## config.mk

```make
export PLATFORM = sky130hd
export DESIGN_NAME = pending_encoder_4_2_flat
export DESIGN_NICKNAME = d
export VERILOG_FILES = /design/src/rtl/pending_encoder_4_2_pkg.sv /design/src/rtl/pending_encoder_4_2_if.sv /design/src/rtl/pending_encoder_4_2_prio_select.sv /design/src/rtl/pending_encoder_4_2.sv /design/src/flat_wrapper.sv
export SDC_FILE = /design/constraint.sdc
export NUM_CORES = 1
export LEC_CHECK = 0
export ABC_AREA = 1
export BUFFER_PORTS_ARGS = -buffer_cell sky130_fd_sc_hd__buf_2
export CORE_AREA = 8 8 45 47
export DETAILED_ROUTE_END_ITERATION = 16
export DIE_AREA = 0 0 53 55
export SYNTH_ARGS = -nofsm -noshare
export SYNTH_HDL_FRONTEND = slang
export SYNTH_SLANG_ARGS = --single-unit
```

## constraint.sdc

```tcl
create_clock -name clk -period 1.9 [get_ports clk]
set_clock_uncertainty 0.2 [all_clocks]
set_input_delay 0.19 -clock clk [delete_from_list [all_inputs] [get_ports clk]]
set_output_delay 0.19 -clock clk [all_outputs]
set_load 0.1 [all_outputs]
```

## src/rtl/pending_encoder_4_2_pkg.sv

```systemverilog
// Shared definitions for the pending encoder: output-stage state encoding,
// index-width helper and the one-hot clear mask used when an index is issued.
package encoder_pkg;

  typedef enum logic {
    EMPTY = 1'b0,
    FULL  = 1'b1
  } state_e;

  function automatic int clog2w(input int n);
    int r;
    r = 32'sd0;
    for (int i = 32'sd0; i < 32'sd8; i++) begin
      if ((32'sd1 << i) < n) r = i + 32'sd1;
    end
    return r;
  endfunction

  // Sized for the largest legal N; callers truncate to their own width.
  function automatic logic [7:0] onehot_clr(input int idx, input int n);
    logic [7:0] m;
    m = 8'd0;
    if (idx < n) m[idx] = 1'b1;
    return m;
  endfunction

endpackage

```

## src/rtl/pending_encoder_4_2_if.sv

```systemverilog
// Request/issue bundle of the pending encoder. The slave modport is the
// encoder side; the master modport is the requester/consumer side.
interface pending_encoder_4_2_if #(
  parameter int N = 4
);
  localparam int W = encoder_pkg::clog2w(N);

  logic         enable;
  logic [N-1:0] Input;
  logic         ready;
  logic [W-1:0] Output;
  logic         valid;
  logic [N-1:0] pending;
  logic         dropped;

  modport slave (
    input  enable, Input, ready,
    output Output, valid, pending, dropped
  );

  modport master (
    output enable, Input, ready,
    input  Output, valid, pending, dropped
  );
endinterface

```

## src/rtl/pending_encoder_4_2_prio_select.sv

```systemverilog
// Picks one set bit of pending_i. Default build: highest index first.
// With PENDING_ENCODER_RR_EN: first set bit at or above start_i, wrapping.
module prio_select #(
  parameter int N = 4,
  parameter int W = 2
) (
  input  logic [N-1:0] pending_i,
  input  logic [W-1:0] start_i,
  output logic         found_o,
  output logic [W-1:0] idx_o
);

  // Scan from the far end so the candidate closest to start_i is written last.
  always_comb begin
    found_o = 1'b0;
    idx_o   = {W{1'b0}};
    for (int k = N - 1; k >= 0; k--) begin
`ifdef PENDING_ENCODER_RR_EN
      if (pending_i[(int'(start_i) + k) % N]) begin
        found_o = 1'b1;
        idx_o   = W'((int'(start_i) + k) % N);
      end else begin
        found_o = found_o;
      end
`else
      if (pending_i[(int'(start_i) - k + N) % N]) begin
        found_o = 1'b1;
        idx_o   = W'((int'(start_i) - k + N) % N);
      end else begin
        found_o = found_o;
      end
`endif
    end
  end

endmodule

```

## src/rtl/pending_encoder_4_2.sv

```systemverilog
// Serialises sticky request bits into a valid/ready stream of binary indices.
// Optional round-robin selection: define PENDING_ENCODER_RR_EN.
module pending_encoder_4_2
  import encoder_pkg::*;
#(
  parameter int N = 4
) (
  input  logic                  clk,
  input  logic                  reset,
  pending_encoder_4_2_if.slave  bus
);

  localparam int W = clog2w(N);

  state_e       state_q;
  logic [N-1:0] pending_q;
  logic [N-1:0] pending_d;
  logic [W-1:0] out_q;
  logic         dropped_q;
  logic         dropped_d;

  logic         load_s;
  logic         found_s;
  logic         issue_s;
  logic [W-1:0] sel_s;
  logic [W-1:0] start_s;
  logic [N-1:0] req_s;
  logic [N-1:0] clr_s;

`ifdef PENDING_ENCODER_RR_EN
  logic [W-1:0] ptr_q;
  assign start_s = W'((int'(ptr_q) + 32'sd1) % N);
`else
  assign start_s = W'(N - 1);
`endif

  prio_select #(.N(N), .W(W)) u_sel (
    .pending_i (pending_q),
    .start_i   (start_s),
    .found_o   (found_s),
    .idx_o     (sel_s)
  );

  // Load decision, clear mask and next pending set; a fresh request beats the clear.
  always_comb begin
    case (state_q)
      EMPTY:   load_s = 1'b1;
      FULL:    load_s = bus.ready;
      default: load_s = 1'b1;
    endcase
    issue_s   = load_s && found_s;
    req_s     = bus.Input & {N{bus.enable}};
    if (issue_s) begin
      clr_s = N'(onehot_clr(int'(sel_s), N));
    end else begin
      clr_s = {N{1'b0}};
    end
    pending_d = (pending_q & ~clr_s) | req_s;
    dropped_d = |(req_s & pending_q & ~clr_s);
  end

  // Output-stage FSM plus the pending/dropped registers.
  always_ff @(posedge clk) begin
    if (reset) begin
      state_q   <= EMPTY;
      out_q     <= {W{1'b0}};
      pending_q <= {N{1'b0}};
      dropped_q <= 1'b0;
    end else begin
      pending_q <= pending_d;
      dropped_q <= dropped_d;
      if (load_s) begin
        if (found_s) begin
          state_q <= FULL;
          out_q   <= sel_s;
        end else begin
          state_q <= EMPTY;
        end
      end
    end
  end

`ifdef PENDING_ENCODER_RR_EN
  // Round-robin pointer remembers the last issued index.
  always_ff @(posedge clk) begin
    if (reset) begin
      ptr_q <= W'(N - 1);
    end else if (issue_s) begin
      ptr_q <= sel_s;
    end
  end
`endif

  assign bus.Output  = out_q;
  assign bus.valid   = (state_q == FULL);
  assign bus.pending = pending_q;
  assign bus.dropped = dropped_q;

endmodule

```

## src/flat_wrapper.sv

```systemverilog
// flat-port wrapper written by rule: the top's interface ports become plain ports
module pending_encoder_4_2_flat import encoder_pkg::*;
#(
  parameter int N = 4
)
  (clk, reset, bus_enable, bus_Input, bus_ready, bus_Output, bus_valid, bus_pending, bus_dropped);
  pending_encoder_4_2_if #(.N(N)) bus_i ();
  input  logic clk;
  input  logic reset;
  input wire logic [$bits(bus_i.enable)-1:0] bus_enable;
  input wire logic [$bits(bus_i.Input)-1:0] bus_Input;
  input wire logic [$bits(bus_i.ready)-1:0] bus_ready;
  output wire logic [$bits(bus_i.Output)-1:0] bus_Output;
  output wire logic [$bits(bus_i.valid)-1:0] bus_valid;
  output wire logic [$bits(bus_i.pending)-1:0] bus_pending;
  output wire logic [$bits(bus_i.dropped)-1:0] bus_dropped;
  assign bus_i.enable = bus_enable;
  assign bus_i.Input = bus_Input;
  assign bus_i.ready = bus_ready;
  assign bus_Output = bus_i.Output;
  assign bus_valid = bus_i.valid;
  assign bus_pending = bus_i.pending;
  assign bus_dropped = bus_i.dropped;
  pending_encoder_4_2 #(.N(N)) u_core (.clk(clk), .reset(reset), .bus(bus_i));
endmodule
```

==> reports/metrics.yaml <==
timing:
  rsz0062_at_grt: "false"
  tightest_slew_ps: 488
  fin_crit_ps: 1560
  fmax_mhz: 642
  hold_viol: 0
  maxSlewViolCount: 0
  fin_crit_sh: 0.820
  setup_viol: 0
  slew_headroom: 0.677
  finalSetupTns_ps: 0
  setup_ws_ps: 341
cts:
  cts.clk_slew.worst_paths_ps: 50
  clock-root-buffer: "clkbuf_4"
  ctsResizeCount: 0
  cts_max_level: 1
  clockBufferDepth: 2
  insertion_delay_ps: 260
  cts_tree: "built"
  clock_sinks: 8
  numCtsBuffers: 3
synthesis:
  avgSynthCellArea_um2: 6.74
  synth_cell_types: 11
  yosysSeqAreaShare: 0.457
  yosys-top-cells-area: "dfxtp_1, nand2_1, a21oi_1, inv_1, nor2_1"
  synth_area_um2: 350
  yosys.area.top_type_share: 0.457
  yosys_warnings: 0
  synth_seq_cells: 8
  synth_cells: 52
  syn_nets: 60
  yosys.area.top_type: "dfxtp_1"
drt:
  wire_per_inst_um: 10.2
  viasPerCell: 4.40
  drc: 0
  num_vias: 400
  first_pass_iters: 4
  initialDrtViolationCount: 6
  final_antenna_net_count: 0
  wirelength_um: 925
cells_and_area:
  n_antenna_cell: 0
  fillers: 162
  nNetsFinal: 85
  final_cell_mix: "nand2_1, buf_2, dfxtp_1, inv_1, a21oi_1"
  layout-drive-gt1-share: 0.267
  layout_commonest_cell: "nand2_1"
  areaGrowthSynthToFinish_pct: 48.2
power:
  swShare: 0.395
  p_per_area_nw_per_um2: 909
  p_switching_mw: 0.187
  power_frac_seq: 0.400
  p_clk_frac: 0.286
  leakage_nw: 0.287
  p_int_mw: 0.285
  vdd_drop_max_mv: 0.324
  combPwrFrac: 0.314
global_routing:
  globalRouteOverflowTotal: 0
  antenna_found_initial: 0
  grt_first_pass_wirelength_mm: 1.55
  grt_pass1_vias: 376
  grt_max_degree: 8
  grt_usage: 0.0765
worst_setup_path:
  worstSetupStartpointType: "input pin"
  worst_path_largest_cell_delay_ps: 550
  cp-end-kind: "flop"
  worst_ep_required_time_ps: 1900
  crit_type: "in -> reg"
  cpMostUsedCell: "dlygate4sd3_1"
  critPathMaxFanout: 7
  crit_path_top_delay_cell: "dlygate4sd3_1"
  worstPathCellList: "dlygate4sd3_1, buf_2, a21oi_1, dlygate4sd3_1"
  rr_worst_depth: 3
  crit_arrival_ps: 1560
die:
  start_util: 0.253
  io_pins: 16
  die_area_um2: 2920
  die_h_um: 55
  core_area_um2: 1380
  die_w_um: 53
  row_count: 14
placed_design:
  gp_congestion: 0.701
  hpwl_um: 695
  dp_slack_ps: 656
  port_buffers: 15
worst_hold_path:
  hold_class: "in -> reg"
  whs_path_depth: 3
run_status:
  status: "finished, final reports clean"
run:
  maxCapViolCount: 0
[power by group through the flow]
| stage | Clock, mW | Combinational (mW) | Sequential [mW] |
|---|---|---|---|
| 2_1_floorplan | 0 | 0.0313 | 0.274 |
| 3_3_place_gp | 0 | 0.142 | 0.192 |
| 3_5_place_dp | 0 | 0.142 | 0.192 |
| 4_1_cts | 0.143 | 0.149 | 0.189 |
| 5_1_grt | 0.150 | 0.158 | 0.191 |
| 6_report | 0.135 | 0.148 | 0.189 |
[cells in the mapped netlist (all sizes together)]
master  count
nand2      19
dfxtp       8
a21oi       6
inv         6
nor2        5
nand3       3
o21ai       2
nand3b      1
nand4       1
or2         1
[metrics by stage]
step | total power [mW] | hold WS, ps | instance area [um^2] | util | std cells
after floorplan | 0.306 | 59.1 | 352 | - | 52
final | 0.472 | 30.3 | 519 | 0.375 | 91
after global placement | 0.334 | 250 | 447 | 0.323 | 83
after global routing | 0.499 | 33.8 | 519 | 0.375 | 91
after detailed placement | 0.334 | 257 | 447 | 0.323 | 83
after CTS | 0.481 | 26.0 | 519 | 0.375 | 91
[cell type report]
class | count | area (um^2) | area share
Timing Repair Buffer | 20 | 125 | 0.241
Inverter | 6 | 22.5 | 0.0434
Sequential cell | 8 | 161 | 0.311
Multi-Input combinational cell | 38 | 168 | 0.323
Tap cell | 16 | 20.0 | 0.0386
Clock buffer | 3 | 22.5 | 0.0434
[kinds of logic after synthesis]
logic type             share of synthesized area
AOI/OAI and AO/OA                          0.114
DFF                                        0.457
buffers and inverters                     0.0643
and+or+nand+nor                            0.364
[worst max-delay path: cells and delay by family]
family	cells	cell delay (ps)
buffers and inverters	3	1250
AOI/OAI and AO/OA	1	110
[what timing repair did]
action                                  in CTS  in global routing
hold endpoints to repair                     6                  0
hold buffers                                 5                  0
setup buffers                                0                  0
endpoints found under the setup margin       0                  0
[registers in the layout, summed over array words and instances, names as in the netlist]
signal	cells
u_core.bus.Output	2
u_core.bus.dropped	1
u_core.bus.pending	4
u_core.bus.valid	1
[final timing paths]
path	to	start	slack, ps
setup reg to reg	u_core.bus.pending[3]	u_core.bus.pending[3]	470
hold / removal	u_core.bus.pending[1]	bus_enable	30
setup / recovery	u_core.bus.pending[3]	reset	340
hold reg to reg	u_core.bus.Output[1]	u_core.bus.Output[1]	260
[layer usage]
metal  global-route usage  part of all wire  vias to the layer above
li1                     -                 -                      210
met1               0.0791              0.42                      169
met2                0.105              0.41                       16
met3               0.0348              0.13                        5
met4               0.0905             0.048                        0
met5                    0                 0                        -
Power figures use the tool's default switching activity.
